<file path="config.mk">
export PLATFORM = sky130hd
export DESIGN_NAME = rv4028_bus_seq
export DESIGN_NICKNAME = d
export VERILOG_FILES = /design/src/rtl/rv4028_bus_pkg.sv /design/src/rtl/rv4028_bus_cycle.sv /design/src/rtl/rv4028_bus_seq.sv
export SDC_FILE = /design/constraint.sdc
export NUM_CORES = 1
export LEC_CHECK = 0
export BUFFER_PORTS_ARGS = -buffer_cell sky130_fd_sc_hd__buf_2
export CAP_MARGIN = 10
export CELL_PAD_IN_SITES_DETAIL_PLACEMENT = 1
export CELL_PAD_IN_SITES_GLOBAL_PLACEMENT = 1
export CORE_MARGIN = 5
export CORE_UTILIZATION = 36
export CTS_CLUSTER_DIAMETER = 30
export DETAILED_ROUTE_END_ITERATION = 16
export GPL_TIMING_DRIVEN = 0
export HOLD_SLACK_MARGIN = 0.03
export PLACE_DENSITY_LB_ADDON = 0.15
export SYNTH_ARGS = -nofsm -noshare
export SYNTH_HDL_FRONTEND = slang
export SYNTH_SLANG_ARGS = --single-unit
</file>
<file path="constraint.sdc">
create_clock -name clk -period 2.3 [get_ports clk]
set_clock_uncertainty 0.15 [all_clocks]
set_input_delay 0.69 -clock clk [delete_from_list [all_inputs] [get_ports clk]]
set_output_delay 0.69 -clock clk [all_outputs]
set_load 0.01 [all_outputs]
</file>
<file path="src/rtl/rv4028_bus_pkg.sv">
// Shared types and constants for the RV4028 16-bit bus sequencer.
package rv4028_bus_pkg;

  typedef enum logic [2:0] {StIdle, StT1, StT2, StTw, StT3} cyc_state_e;
  typedef enum logic [1:0] {SqIdle, SqRun, SqBusrel} seq_state_e;
  typedef enum logic {HalfLo, HalfHi} half_e;

  typedef struct packed {
    logic [29:0] waddr;
    logic [31:0] wdata;
    logic [3:0]  wmask;
    logic        is_read;
    logic        is_io;
  } req_t;

  // DDR pair encoding: bit 0 drives the clock-high phase, bit 1 the clock-low phase.
  localparam logic [1:0] DDR_HI   = 2'b11;
  localparam logic [1:0] DDR_FALL = 2'b01;
  localparam logic [1:0] DDR_LO   = 2'b00;
  localparam logic [1:0] DDR_RISE = 2'b10;

  localparam logic [3:0] IO_NIBBLE_DEF = 4'hF;

  function automatic half_e first_half(input req_t r);
    half_e h;
    if (r.is_read || (r.wmask[1:0] != 2'b00)) h = HalfLo;
    else h = HalfHi;
    return h;
  endfunction

  function automatic logic needs_hi(input req_t r);
    return r.is_read || (r.wmask[3:2] != 2'b00);
  endfunction

endpackage

</file>
<file path="src/rtl/rv4028_bus_cycle.sv">
// One 16-bit T1/T2/TW/T3 bus cycle; a new start may chain directly out of T3.
module rv4028_bus_cycle
  import rv4028_bus_pkg::*;
(
  input  logic        clk,
  input  logic        rst,
  input  logic        start_i,
  input  logic [31:0] addr_i,
  input  logic [15:0] wdata_i,
  input  logic [1:0]  msk_n_i,
  input  logic        is_read_i,
  input  logic        is_io_i,
  input  logic        wait_n_i,
  input  logic [15:0] data_in_i,
  output logic        done_o,
  output logic [15:0] rdata_o,
  output logic [31:0] addr_o,
  output logic [15:0] data_out_o,
  output logic        data_oe_o,
  output logic [1:0]  msk_n_o,
  output logic        rd_n_o,
  output logic [1:0]  wr_n_o,
  output logic [1:0]  mreq_n_o,
  output logic        iorq_n_o
);

  cyc_state_e  state_q, state_d;
  logic        is_read_q, is_read_d;
  logic        is_io_q, is_io_d;
  logic [15:0] rdata_q, rdata_d;
  logic [31:0] addr_q, addr_d;
  logic [15:0] data_out_q, data_out_d;
  logic        data_oe_q, data_oe_d;
  logic [1:0]  msk_n_q, msk_n_d;
  logic        rd_n_q, rd_n_d;
  logic [1:0]  wr_n_q, wr_n_d;
  logic [1:0]  mreq_n_q, mreq_n_d;
  logic        iorq_n_q, iorq_n_d;

  always_comb begin
    state_d    = state_q;
    is_read_d  = is_read_q;
    is_io_d    = is_io_q;
    rdata_d    = rdata_q;
    addr_d     = addr_q;
    data_out_d = data_out_q;
    data_oe_d  = data_oe_q;
    msk_n_d    = msk_n_q;
    rd_n_d     = rd_n_q;
    wr_n_d     = wr_n_q;
    mreq_n_d   = mreq_n_q;
    iorq_n_d   = iorq_n_q;
    unique case (state_q)
      StIdle, StT3: begin
        if (start_i) begin
          state_d   = StT1;
          is_read_d = is_read_i;
          is_io_d   = is_io_i;
          addr_d    = addr_i;
          if (!is_read_i) data_out_d = wdata_i;
          data_oe_d = ~is_read_i;
          msk_n_d   = msk_n_i;
          rd_n_d    = ~is_read_i;
          wr_n_d    = DDR_HI;
          mreq_n_d  = is_io_i ? DDR_HI : DDR_FALL;
          iorq_n_d  = ~is_io_i;
        end else begin
          state_d   = StIdle;
          data_oe_d = 1'b0;
          msk_n_d   = 2'b11;
          rd_n_d    = 1'b1;
          wr_n_d    = DDR_HI;
          mreq_n_d  = DDR_HI;
          iorq_n_d  = 1'b1;
        end
      end
      StT1: begin
        state_d  = StT2;
        mreq_n_d = is_io_q ? DDR_HI : DDR_LO;
        wr_n_d   = is_read_q ? DDR_HI : DDR_LO;
      end
      StT2, StTw: begin
        // TW keeps every strobe exactly as in T2.
        if (wait_n_i) begin
          state_d  = StT3;
          mreq_n_d = is_io_q ? DDR_HI : DDR_RISE;
          wr_n_d   = is_read_q ? DDR_HI : DDR_RISE;
          if (is_read_q) rdata_d = data_in_i;
        end else begin
          state_d = StTw;
        end
      end
      default: state_d = StIdle;
    endcase
  end

  always_ff @(posedge clk) begin
    if (rst) begin
      state_q    <= StIdle;
      is_read_q  <= 1'b0;
      is_io_q    <= 1'b0;
      rdata_q    <= 16'h0000;
      addr_q     <= 32'h0000_0000;
      data_out_q <= 16'h0000;
      data_oe_q  <= 1'b0;
      msk_n_q    <= 2'b11;
      rd_n_q     <= 1'b1;
      wr_n_q     <= DDR_HI;
      mreq_n_q   <= DDR_HI;
      iorq_n_q   <= 1'b1;
    end else begin
      state_q    <= state_d;
      is_read_q  <= is_read_d;
      is_io_q    <= is_io_d;
      rdata_q    <= rdata_d;
      addr_q     <= addr_d;
      data_out_q <= data_out_d;
      data_oe_q  <= data_oe_d;
      msk_n_q    <= msk_n_d;
      rd_n_q     <= rd_n_d;
      wr_n_q     <= wr_n_d;
      mreq_n_q   <= mreq_n_d;
      iorq_n_q   <= iorq_n_d;
    end
  end

  assign done_o     = (state_q == StT3);
  assign rdata_o    = rdata_q;
  assign addr_o     = addr_q;
  assign data_out_o = data_out_q;
  assign data_oe_o  = data_oe_q;
  assign msk_n_o    = msk_n_q;
  assign rd_n_o     = rd_n_q;
  assign wr_n_o     = wr_n_q;
  assign mreq_n_o   = mreq_n_q;
  assign iorq_n_o   = iorq_n_q;

endmodule

</file>
<file path="src/rtl/rv4028_bus_seq.sv">
// Splits 32-bit core accesses into 16-bit RV4028 bus cycles; handles bus release.
module rv4028_bus_seq
  import rv4028_bus_pkg::*;
#(
  parameter logic [3:0] IO_NIBBLE = IO_NIBBLE_DEF
) (
  input  logic        clk,
  input  logic        rst,
  input  logic [31:0] mem_addr,
  input  logic [31:0] mem_wdata,
  input  logic [3:0]  mem_wmask,
  input  logic        mem_rstrb,
  output logic [31:0] mem_rdata,
  output logic        mem_rbusy,
  output logic        mem_wbusy,
  output logic [31:0] addr,
  input  logic [15:0] data_in,
  output logic [15:0] data_out,
  output logic        data_oe,
  output logic [1:0]  msk_n,
  output logic        rd_n,
  output logic [1:0]  wr_n,
  output logic [1:0]  mreq_n,
  output logic        iorq_n,
  input  logic        wait_n,
  input  logic        busrq_n,
  output logic        busack_n
);

  seq_state_e  state_q, state_d;
  req_t        cur_q, cur_d, pend_q, pend_d, new_req, st_req;
  logic        cur_valid_q, cur_valid_d, pend_valid_q, pend_valid_d;
  half_e       half_q, half_d, st_half;
  logic [31:0] mem_rdata_q, mem_rdata_d;
  logic        rbusy_q, rbusy_d, wbusy_q, wbusy_d, busack_n_q, busack_n_d;
  logic        cyc_start, cyc_done, launch;
  logic [15:0] cyc_rdata;
  logic [31:0] st_addr;
  logic [15:0] st_wdata;
  logic [1:0]  st_msk_n;
  logic        unused_addr_lsb;

  assign unused_addr_lsb = ^mem_addr[1:0];

  always_comb begin
    new_req.waddr   = mem_addr[31:2];
    new_req.wdata   = mem_wdata;
    new_req.wmask   = mem_wmask;
    new_req.is_read = (mem_wmask == 4'b0000);
    new_req.is_io   = (mem_addr[31:28] == IO_NIBBLE);

    state_d      = state_q;
    cur_d        = cur_q;
    cur_valid_d  = cur_valid_q;
    pend_d       = pend_q;
    pend_valid_d = pend_valid_q;
    half_d       = half_q;
    mem_rdata_d  = mem_rdata_q;
    cyc_start    = 1'b0;
    launch       = 1'b0;
    st_req       = cur_q;
    st_half      = HalfHi;

    unique case (state_q)
      SqIdle: begin
        if (!busrq_n) state_d = SqBusrel;
        else if (pend_valid_q) launch = 1'b1;
      end
      SqRun: begin
        if (cyc_done) begin
          if (cur_q.is_read) begin
            if (half_q == HalfHi) mem_rdata_d[31:16] = cyc_rdata;
            else mem_rdata_d[15:0] = cyc_rdata;
          end
          if ((half_q == HalfLo) && needs_hi(cur_q)) begin
            cyc_start = 1'b1;
            half_d    = HalfHi;
          end else begin
            // Transaction boundary: the only point where busrq_n is honoured.
            cur_valid_d = 1'b0;
            if (!busrq_n) state_d = SqBusrel;
            else if (pend_valid_q) launch = 1'b1;
            else state_d = SqIdle;
          end
        end
      end
      SqBusrel: begin
        if (busrq_n) state_d = SqIdle;
      end
      default: state_d = SqIdle;
    endcase

    if (launch) begin
      cyc_start    = 1'b1;
      st_req       = pend_q;
      st_half      = first_half(pend_q);
      half_d       = st_half;
      cur_d        = pend_q;
      cur_valid_d  = 1'b1;
      pend_valid_d = 1'b0;
      state_d      = SqRun;
    end

    if ((mem_rstrb || (mem_wmask != 4'b0000)) && !pend_valid_q) begin
      pend_d       = new_req;
      pend_valid_d = 1'b1;
    end

    rbusy_d    = (cur_valid_d && cur_d.is_read) || (pend_valid_d && pend_d.is_read);
    wbusy_d    = (cur_valid_d && !cur_d.is_read) || (pend_valid_d && !pend_d.is_read);
    busack_n_d = (state_d != SqBusrel);

    if (st_half == HalfHi) begin
      st_addr  = {st_req.waddr, 2'b10};
      st_wdata = st_req.wdata[31:16];
      st_msk_n = st_req.is_read ? 2'b00 : ~st_req.wmask[3:2];
    end else begin
      st_addr  = {st_req.waddr, 2'b00};
      st_wdata = st_req.wdata[15:0];
      st_msk_n = st_req.is_read ? 2'b00 : ~st_req.wmask[1:0];
    end
  end

  always_ff @(posedge clk) begin
    if (rst) begin
      state_q      <= SqIdle;
      cur_q        <= '0;
      cur_valid_q  <= 1'b0;
      pend_q       <= '0;
      pend_valid_q <= 1'b0;
      half_q       <= HalfLo;
      mem_rdata_q  <= 32'h0000_0000;
      rbusy_q      <= 1'b0;
      wbusy_q      <= 1'b0;
      busack_n_q   <= 1'b1;
    end else begin
      state_q      <= state_d;
      cur_q        <= cur_d;
      cur_valid_q  <= cur_valid_d;
      pend_q       <= pend_d;
      pend_valid_q <= pend_valid_d;
      half_q       <= half_d;
      mem_rdata_q  <= mem_rdata_d;
      rbusy_q      <= rbusy_d;
      wbusy_q      <= wbusy_d;
      busack_n_q   <= busack_n_d;
    end
  end

  rv4028_bus_cycle u_cycle (
    .clk        (clk),
    .rst        (rst),
    .start_i    (cyc_start),
    .addr_i     (st_addr),
    .wdata_i    (st_wdata),
    .msk_n_i    (st_msk_n),
    .is_read_i  (st_req.is_read),
    .is_io_i    (st_req.is_io),
    .wait_n_i   (wait_n),
    .data_in_i  (data_in),
    .done_o     (cyc_done),
    .rdata_o    (cyc_rdata),
    .addr_o     (addr),
    .data_out_o (data_out),
    .data_oe_o  (data_oe),
    .msk_n_o    (msk_n),
    .rd_n_o     (rd_n),
    .wr_n_o     (wr_n),
    .mreq_n_o   (mreq_n),
    .iorq_n_o   (iorq_n)
  );

  assign mem_rdata = mem_rdata_q;
  assign mem_rbusy = rbusy_q;
  assign mem_wbusy = wbusy_q;
  assign busack_n  = busack_n_q;

endmodule

</file>
* Word-level counts from Yosys, hierarchy flattened
Cells that the tools add are included.
** Storage, ports and cells
- Register bits after elaboration :: 254
- Bits in read-only memories :: 0
- Input port bits :: 89
- Bits in writable memories :: 0
- Memories :: 0
- Latch bits :: 0
** Cells by class
- Div/mod/pow operators :: 0
- Bitwise operators :: 5
- Add/subtract/negate cells :: 0
- Mux-type cells :: 53
- $lt $le $gt $ge :: 0
- Shifts and indexed selects :: 0
- Reduce and logical (&&, ||, !) cells :: 33
- Multiply operators :: 0
- Equal/unequal tests :: 9
** Operator list (count)
- $mux 68 :: 1
- $mux 2 :: 19
- $mux 1 :: 26
- $pmux 2 s3 :: 3
- $mux 16 :: 1
- $reduce_bool 2->1 :: 5
- $pmux 3 s3 :: 1
- $reduce_and 3->1 :: 3
- $reduce_and 4->1 :: 2
- $eq 3x2->1 const B :: 2
- $logic_and 1x1->1 :: 6
- $logic_or 1x1->1 :: 5
- $eq 4x4->1 const B :: 1
- $logic_not 4->1 :: 1
- $ne 2x2->1 const B :: 2
- $not 2->2 :: 2
- $reduce_and 2->1 :: 2
- $reduce_bool 4->1 :: 1
- $reduce_or 2->1 :: 2
- $eq 3x1->1 const B :: 1
- $eq 3x3->1 const B :: 1
- $logic_not 1->1 :: 3
- $logic_not 3->1 :: 1
- $mux 3 :: 1
- 6 further kinds :: 8

* Logic depth before layout (Yosys ltp)
Gate-level depths: netlist of the first run.
- Depth in word-level cells :: 11
- Gate-level depth with buffers :: 9

* Hierarchy
From an unflattened synthesis of the first run, not the netlist that was laid out.
** Unflattened totals
- Cells, all modules :: 998
- Area, all modules :: 8782.2 um2
** By module, submodules not included
- rv4028_bus_seq :: cells each 686, times used 1, sequential area each 3163.0 um2, area each 5889.4 um2
- rv4028_bus_cycle :: cells each 312, times used 1, sequential area each 1561.5 um2, area each 2892.8 um2

* Worst setup path after synthesis of the first run
No wires, ideal clock.
- Kind :: input to register
- Start :: in busrq_n
- End :: reg u_cycle.data_out_q[10] (netlist: u_cycle.data_out_o[10])
- Library setup time :: 0.128 ns
- Arrival time :: 1.934 ns
- Slack :: 0.088 ns
- Cell stages on the path :: 8
- Cells stage by stage :: and3b_1 -> o221ai_2 -> buf_6 -> o32ai_2 -> buf_6 -> buf_12 -> mux2i_1 -> nor2_1
** Between the ends
- Cells in the longest elaborated chain, start to end :: 7
- Elaborated cells on any way between the ends :: 10
** Ends and longest elaborated chain
- from (decl) :: RTL line rv4028_bus_seq.sv:26 : input logic busrq_n,
- $mux 1 * :: RTL line rv4028_bus_seq.sv:66 : if (!busrq_n) state_d = SqBusrel;
- $mux 1 :: RTL line rv4028_bus_seq.sv:75 : if ((half_q == HalfLo) && needs_hi(cur_q)) begin
- $mux 1 :: RTL line rv4028_bus_seq.sv:70 : if (cyc_done) begin
- $pmux 1 s2 * :: RTL line rv4028_bus_seq.sv:64 : unique case (state_q)
- $mux 68
- $not 1->1
- $reduce_and 3->1 (no line)
- to (signal assigned) :: RTL line rv4028_bus_cycle.sv:117 : data_out_q <= data_out_d;
- to (decl) :: RTL line rv4028_bus_cycle.sv:32 : logic [15:0] data_out_q, data_out_d;
Every way passes the cells marked *; elsewhere a longest branch is shown, timed or not.
A chain may end at the register's enable or synchronous reset.

* Worst setup path in the final report of the first run
- Start :: reg state_q[1]
- End :: reg u_cycle.msk_n_q[0] (netlist: u_cycle.msk_n_o[0])
** Between the ends
- Cells in the longest elaborated chain, start to end :: 7
- Elaborated cells on any way between the ends :: 13
** Ends and longest elaborated chain
- from (decl) :: RTL line rv4028_bus_seq.sv:30 : seq_state_e state_q, state_d;
- from (signal assigned) :: RTL line rv4028_bus_seq.sv:126 : state_q <= SqIdle;
- from (signal assigned) :: RTL line rv4028_bus_seq.sv:137 : state_q <= state_d;
- $eq 2x1->1 / $logic_not 2->1 (equally long branches) :: RTL line rv4028_bus_seq.sv:64
- $pmux 1 s2 :: RTL line rv4028_bus_seq.sv:64
- $mux 68
- $not 2->2 (on tied branches) :: RTL line rv4028_bus_seq.sv:120, rv4028_bus_seq.sv:116
- $mux 2 (on tied branches) :: RTL line rv4028_bus_seq.sv:120, rv4028_bus_seq.sv:116
- $mux 2 :: RTL line rv4028_bus_seq.sv:113 : if (st_half == HalfHi) begin
- $mux 2 * :: RTL line rv4028_bus_cycle.sv:55 : if (start_i) begin
- to (signal assigned) :: RTL line rv4028_bus_cycle.sv:119 : msk_n_q <= msk_n_d;
- to (decl) :: RTL line rv4028_bus_cycle.sv:34 : logic [1:0] msk_n_q, msk_n_d;
Marks and branches as above.

==> results.toml, run 1 <==
[sta]
maxSlewViolCount = 0
fmax_mhz = 456
slew_headroom = 0.541
hold_viol_final = 0
period_share = 0.954
fin_tns_setup_ns = 0
finalSetupViolCount = 0
worst_slew_pin_slew_ns = 0.688
fin_crit_ns = 2.19
worst_slack_ns = 0.106
hold_ws_ns = 0.239

[synth]
synth_edf_count = 0
ys_seq_area_frac = 0.535
syn-cell-area_um2 = 8790
syn_nets = 1076
syn_inst = 987
ys_seq_elements = 235
ys_types = 51
synth_flop_cell = "dfxtp_1"
ys.warnings.count = 0
synth_common_cells = "nand2_1 (237), dfxtp_1 (235), a21oi_1 (123)"
async_flop_share = 0
syn_area_per_cell_um2 = 8.91
netlist.top_cell.by_area = "dfxtp_1"
synth.area.top_cells = "dfxtp_1 (54%), nand2_1 (10%), mux2i_1 (7.6%), a21oi_1 (7.0%), nor2_1 (4.9%)"
synth_top_cell_area_share = 0.535
yosysMostFrequentCell = "nand2_1"

[global_route]
grt_pass1_vias = 8278
grt_remaining_overflow = 0
grt_start_max_net_pins = 14
grt_usage = 0.195
grt_pass1_wl_um = 43900
grt_antenna_before_repair = 0

[floorplan]
die-width_um = 166
die_h_um = 166
num_io_pins = 181
start_util = 0.364
fp.coreArea_um2 = 24200
row_count = 57
fp.dieArea_um2 = 27600

[worst_hold_path]
hp-class = "in2reg"

[layout]
area_growth_pct = 36.7
fin_nets = 1308
fill_cells = 2890
drive_above_1_share = 0.285
multi_input_area_um2 = 3770
postLayoutCoreUtil = 0.497
diodes = 0
design_area_um2 = 12000
instances_no_fill = 1585
seqCellArea_um2 = 4710

[cts]
clockBufferDepth = 3
path_clk_slew_ns = 0.05
cts_made_buffers = 53
htreeDepth = 2
clockRootBuffer = "clkbuf_16"
cts_sinks = 235
clk_latency_ns = 0.54
cts_hold_buf = 0
cts_tree = "done"

[critical_path]
crit_path_end_kind = "flop"
cp_max_fo = 9
crit_type = "reg2reg"
cp.arrival_ns = 2.52
cp-start-kind = "flop"
cp.required_ns = 2.62

[pwr]
total_power_mw = 12.7
cellLeakagePower_nw = 5.32
vdd_drop_max_mv = 0.508
cellPowerDensity_nw_per_um2 = 1060

[detailed_routing]
drtAntennaViolNets = 0
avgViaCountPerCell = 4.84
num_vias = 7672
dr.pass1.iters = 4
drc = 0
wl_um = 27300
wl_per_cell_um = 17.2
drt_iter0_drc = 249

[run_status]
run_status = "completed"

[place]
dp_cells = 1487
placedInstanceArea_um2 = 10100
portBuffers = 176
preCtsSetupSlack_ns = -0.727
hpwl_um = 19000
gp_congestion = 0.761

[run]
cap_violations = 0
-- logic make-up after synthesis --
kind of cell	synth area share
compound gates	0.120
buf+inv	0.0445
flops	0.535
mux	0.120
other cells	0.000427
simple gates	0.180
-- worst max-delay path: stages, from the launching register on --
cell and delay, ns:
dfxtp_1 0.42, and3b_2 0.33, o221a_2 0.22, buf_2 0.27, mux2i_1 0.45, o2111ai_1 0.18
nand3_1 0.11
-- report_power, final --
part	switching [mW]	total, mW	internal, mW
logic	0.571	0.945	0.375
clock network	2.31	7.40	5.09
registers	0.110	4.37	4.26
-- worst paths after layout --
kind	start	endpoint	cells after the start	slack [ns]
min reg2reg	cur_q[28]	cur_q[28]	2	0.30
min	mem_addr[11]	pend_q[47]	3	0.24
max	state_q[1]	u_cycle.msk_n_o[0]	6	0.11
max reg2reg	state_q[1]	u_cycle.msk_n_o[0]	6	0.11
-- layer usage --
| metal | track usage | wire length (µm) |
|---|---|---|
| met1 | 0.251 | 12200 |
| met2 | 0.335 | 13400 |
| met3 | 0.0424 | 1210 |
| met4 | 0.0516 | 464 |
| met5 | 0 | 0 |
-- final cells by class --
class,count,share of cell area
Sequential cell,235,0.392
Multi-Input combinational cell,670,0.314
Clock buffer,79,0.133
Timing Repair Buffer,180,0.0768
Tap cell,324,0.0337
Buffer,72,0.0322
Clock inverter,18,0.0171
Inverter,7,0.00219
-- state kept, by name, summed over array words and instances, names as in the netlist, 2 cells and up --
signal              flops
pend_q                 68
cur_q                  50
mem_rdata              32
u_cycle.addr_o         31
u_cycle.data_out_o     16
u_cycle.rdata_o        16
u_cycle.state_q         3
state_q                 2
u_cycle.mreq_n_o        2
u_cycle.msk_n_o         2
u_cycle.wr_n_o          2
-- cells in the final DEF, fill, tap and decap left out, drive strengths merged, types with 8 or more instances in the layout --
| cell type | count |
|---|---|
| clkinv | 9 |
| nor3 | 8 |
| a21oi | 123 |
| nand2 | 237 |
| mux2 | 34 |
| dfxtp | 235 |
| a211oi | 33 |
| mux2i | 67 |
| buf | 199 |
| nor2 | 114 |
| inv | 9 |
| clkbuf | 132 |
| o21ai | 8 |
-- repair_timing --
action	CTS	global route
endpoints found under the setup margin	111	174
pin swaps	2	1
gates cloned	0	0
resized for setup	13	26
setup buffers	4	0
(Power assumes the default switching activity.)
==> run 2, diff against run 1 <==
--- a/config.mk
+++ b/config.mk
@@ -10,12 +10,13 @@
 export CELL_PAD_IN_SITES_DETAIL_PLACEMENT = 1
 export CELL_PAD_IN_SITES_GLOBAL_PLACEMENT = 1
 export CORE_MARGIN = 5
-export CORE_UTILIZATION = 36
+export CORE_UTILIZATION = 44
 export CTS_CLUSTER_DIAMETER = 30
 export DETAILED_ROUTE_END_ITERATION = 16
 export GPL_TIMING_DRIVEN = 0
 export HOLD_SLACK_MARGIN = 0.03
 export PLACE_DENSITY_LB_ADDON = 0.15
+export SLEW_MARGIN = 30
 export SYNTH_ARGS = -nofsm -noshare
 export SYNTH_HDL_FRONTEND = slang
 export SYNTH_SLANG_ARGS = --single-unit
==> constraint.sdc (replaced) <==
create_clock -name clk -period 2.8 [get_ports clk]
set_clock_uncertainty 0.15 [all_clocks]
set_input_delay 0.84 -clock clk [delete_from_list [all_inputs] [get_ports clk]]
set_output_delay 0.84 -clock clk [all_outputs]
set_load 0.01 [all_outputs]
==> results.toml, run 2 (synthesis gave the netlist of run 1 again) <==
[run_status]
run_status = "completed"

[layout]
top_register = "pend_q"
final_cell_mix = "nand2_1 (237), dfxtp_1 (235), buf_2 (194)"
largest_register_ffs = 68
drive_above_1_share = 0.264
area_growth_pct = 33.6
final_common_cell = "nand2_1"
fin_nets = 1303

[pwr]
power_frac_comb = 0.073
pwr-share-seq = 0.346
vdd_drop_max_mv = 0.481
cellLeakagePower_nw = 5.23
clock_power_share = 0.580
switching_share = 0.229
power.internal_mw = 7.99
p_sw_mw = 2.38
cellPowerDensity_nw_per_um2 = 882
total_power_mw = 10.4

[cts]
cts_sinks = 235
cts_made_buffers = 49
clockRootBuffer = "clkbuf_16"
htreeDepth = 2
clockBufferDepth = 3
path_clk_slew_ns = 0.05
postCtsSetupBuffers = 0
cts_hold_buf = 0
clk_latency_ns = 0.53
cts_tree = "done"
cts.repair.resized = 0

[floorplan]
row_count = 51
fp.dieArea_um2 = 22900
num_io_pins = 181
fp.coreArea_um2 = 19600
die-width_um = 151
start_util = 0.449
die_h_um = 151

[critical_path]
cp-start-kind = "primary input"
cp.required_ns = 3.10
reg2reg_slack_ns = 0.24
crit_path_end_kind = "flop"
cp_max_fo = 10
crit_type = "in2reg"
cp.arrival_ns = 2.89

[global_route]
grt_antenna_before_repair = 2
grt_pass1_vias = 8598
grt_start_max_net_pins = 14
grt_pass1_wl_um = 44700
grt_remaining_overflow = 0
grt_usage = 0.247

[sta]
maxSlewViolCount = 0
fmax_mhz = 387
period_share = 0.924
slew_headroom = 0.524
hold_viol_final = 0
hold_ws_ns = 0.299
finalSetupViolCount = 0
fin_crit_ns = 2.59
worst_slew_pin_slew_ns = 0.710

[detailed_routing]
avgViaCountPerCell = 5.17
drc = 0
num_vias = 7836
drtAntennaViolNets = 0
drt_iter0_drc = 267
wl_um = 27800
dr.pass1.iters = 4
wl_per_cell_um = 18.3

[place]
portBuffers = 176
gp_congestion = 0.799
hpwl_um = 18700

[run]
cap_violations = 0

[worst_hold_path]
hp-class = "reg2reg"
## run 2: layout make-up
| class | instances | area (µm²) |
|---|---|---|
| clock inverters | 26 | 393 |
| inverters | 7 | 26.3 |
| fillers | 2331 | 7850 |
| diodes | 1 | 2.50 |
| flip-flops and latches | 235 | 4700 |
| well taps | 265 | 332 |
| clock buffers | 62 | 1350 |
| plain buffers | 75 | 367 |
| repair buffers | 176 | 881 |
| multi-input cells | 670 | 3690 |
## run 2: path summary, 6_finish.rpt
kind / start / endpoint / cells after the start
setup / recovery: mem_wmask[3] / pend_q[12] / 7
hold / removal: mem_rdata[1] / mem_rdata[1] / 2
setup reg to reg: pend_q[2] / u_cycle.data_out_o[12] / 6
hold reg to reg: mem_rdata[1] / mem_rdata[1] / 2
## run 2: layer usage
metal / routed length (µm) / share of wire / vias to the layer above / track usage
met5: 11 / 0.00040 / - / 0
met4: 723 / 0.026 / 2 / 0.0916
met3: 1470 / 0.053 / 57 / 0.0449
met2: 13900 / 0.50 / 220 / 0.437
met1: 11700 / 0.42 / 3786 / 0.297
li1: - / - / 3771 / -
## run 2: power by group through the flow
stage	clock network, mW	registers (mW)	logic [mW]
after floorplan	0	3.64	0.450
after global placement	0	3.64	0.731
after detailed placement	0	3.65	0.750
after CTS	6.08	3.59	0.769
after global routing	6.28	3.60	0.836
final	6.01	3.59	0.760
## run 2: through the flow
step / setup slack (ns) / TNS, ns / cell area (µm²) / cells / util
2_1_floorplan: 0.438 / 0 / 8790 / 987 / -
3_3_place_gp: -0.277 / -12.93 / 10000 / 1428 / 0.511
3_5_place_dp: -0.354 / -16.81 / 10000 / 1428 / 0.511
4_1_cts: 0.150 / 0 / 11700 / 1516 / 0.599
5_1_grt: -0.00374 / -0.00374 / 11700 / 1517 / 0.600
6_report: 0.214 / 0 / 11700 / 1517 / 0.600
## run 2: critical path, stage by stage
cell,delay [ns]
buf_2,0.11
nor4_1,0.50
a21o_1,0.19
clkbuf_1,0.44
clkbuf_1,0.51
nand2_1,0.13
a21oi_1,0.17
==> run 3, diff against run 2 <==
--- a/config.mk
+++ b/config.mk
@@ -10,7 +10,7 @@
 export CELL_PAD_IN_SITES_DETAIL_PLACEMENT = 1
 export CELL_PAD_IN_SITES_GLOBAL_PLACEMENT = 1
 export CORE_MARGIN = 5
-export CORE_UTILIZATION = 44
+export CORE_UTILIZATION = 40
 export CTS_CLUSTER_DIAMETER = 30
 export DETAILED_ROUTE_END_ITERATION = 16
 export GPL_TIMING_DRIVEN = 0
==> constraint.sdc (replaced) <==
create_clock -name clk -period 2.69 [get_ports clk]
set_clock_uncertainty 0.15 [all_clocks]
set_input_delay 0.807 -clock clk [delete_from_list [all_inputs] [get_ports clk]]
set_output_delay 0.807 -clock clk [all_outputs]
set_load 0.01 [all_outputs]
==> results.toml, run 3 (synthesis gave the netlist of run 1 again) <==
[run_status]
run_status = "completed"

[pwr]
cellLeakagePower_nw = 5.23
vdd_drop_max_mv = 0.454
pwr-share-seq = 0.349
switching_share = 0.236
clock_power_share = 0.577
cellPowerDensity_nw_per_um2 = 908
power.internal_mw = 8.16
power_frac_comb = 0.074
total_power_mw = 10.7
p_sw_mw = 2.52

[layout]
postLayoutCoreUtil = 0.541
area_growth_pct = 33.9
drive_above_1_share = 0.271
final_cell_mix = "nand2_1 (237), dfxtp_1 (235), buf_2 (194)"
top_register = "pend_q"
final_common_cell = "nand2_1"
fin_nets = 1306
largest_register_ffs = 68

[sta]
hold_viol_final = 0
worst_slack_ns = 0.163
fin_crit_ns = 2.53
period_share = 0.939
worst_slew_pin_slew_ns = 0.722
maxSlewViolCount = 0
slew_headroom = 0.516
rsz0062_at_grt = "false"
finalSetupViolCount = 0
fmax_mhz = 396

[cts]
cts.repair.resized = 0
clockBufferDepth = 3
cts_hold_buf = 0
clk_latency_ns = 0.53
clockRootBuffer = "clkbuf_16"
cts_made_buffers = 52
path_clk_slew_ns = 0.05
cts_tree = "done"
htreeDepth = 2
postCtsSetupBuffers = 0
cts_sinks = 235

[detailed_routing]
drc = 0
wl_um = 27000
avgViaCountPerCell = 5.04
num_vias = 7744
drt_iter0_drc = 198
drtAntennaViolNets = 0
dr.pass1.iters = 4
wl_per_cell_um = 17.5

[global_route]
grt_start_max_net_pins = 14
grt_pass1_wl_um = 43000
grt_antenna_before_repair = 2
grt_remaining_overflow = 0
grt_usage = 0.215
grt_pass1_vias = 8260

[critical_path]
cp_max_fo = 10
reg2reg_slack_ns = 0.19
cp-start-kind = "primary input"
cp.required_ns = 2.92
crit_type = "in2reg"
crit_path_end_kind = "flop"
rr_worst_depth = 6
cp.arrival_ns = 2.75

[floorplan]
fp.coreArea_um2 = 21800
die_h_um = 158
start_util = 0.404
num_io_pins = 181
die-width_um = 158
row_count = 54
fp.dieArea_um2 = 25000

[place]
preCtsSetupSlack_ns = -0.447
gp_congestion = 0.779
hpwl_um = 18600
portBuffers = 176

[worst_hold_path]
hp-class = "reg2reg"
whs_path_depth = 2

[run]
cap_violations = 0
-- run 3: cell count changes in the layout (fill, tap and decap cells not counted) --
cell,previous run,this run
clkinv_2,10,12
clkinv_8,2,0
clkinvlp_4,3,8
clkbuf_16,49,53
clkbuf_2,4,8
clkbuf_1,50,47
bufinv_16,9,5
inv_6,1,3
buf_1,2,1
clkbuf_8,7,6
nor2_2,0,1
nor2_1,114,113
-- run 3: power by group through the flow --
stage,combinational (mW),clock (mW),sequential [mW]
final,0.786,6.17,3.73
after global routing,0.872,6.49,3.75
after global placement,0.771,0,3.79
after floorplan,0.469,0,3.79
after CTS,0.798,6.28,3.73
after detailed placement,0.788,0,3.79
-- run 3: path summary, 6_finish.rpt --
check                     endpoint         start
max reg2reg  u_cycle.data_out_o[7]     pend_q[1]
min reg2reg             pend_q[10]    pend_q[10]
min                     pend_q[10]    pend_q[10]
max                     pend_q[31]  mem_wmask[3]
-- run 3: layout make-up --
type / count / area (µm²)
Antenna cell: 1 / 2.50
Buffer: 75 / 372
Fill cell: 2593 / 9990
Timing Repair Buffer: 176 / 881
Tap cell: 280 / 350
Multi-Input combinational cell: 670 / 3700
Inverter: 7 / 26.3
Clock inverter: 29 / 305
Clock buffer: 65 / 1430
Sequential cell: 235 / 4700
-- run 3: routing by layer --
layer | global-route usage | wire (µm)
met1 | 0.273 | 12000
met2 | 0.368 | 12900
met3 | 0.0487 | 1540
met4 | 0.0621 | 557
met5 | 0 | 7
-- run 3: through the flow --
step                instances  hold WS, ns  cell area (µm²)  setup TNS, ns
floorplan                 987        0.279             8790              0
global route             1538        0.319            11800              0
CTS                      1537        0.304            11800              0
finish                   1538        0.303            11800              0
global placement         1443        0.287            10000         -16.27
detailed placement       1443        0.295            10000         -19.23
-- run 3: critical path: stages --
cell and delay (ns):
buf_2 0.10, nor4_1 0.55, a21oi_1 0.29, clkbuf_1 0.33, clkbuf_1 0.39, nand2_1 0.20, a21oi_1 0.07
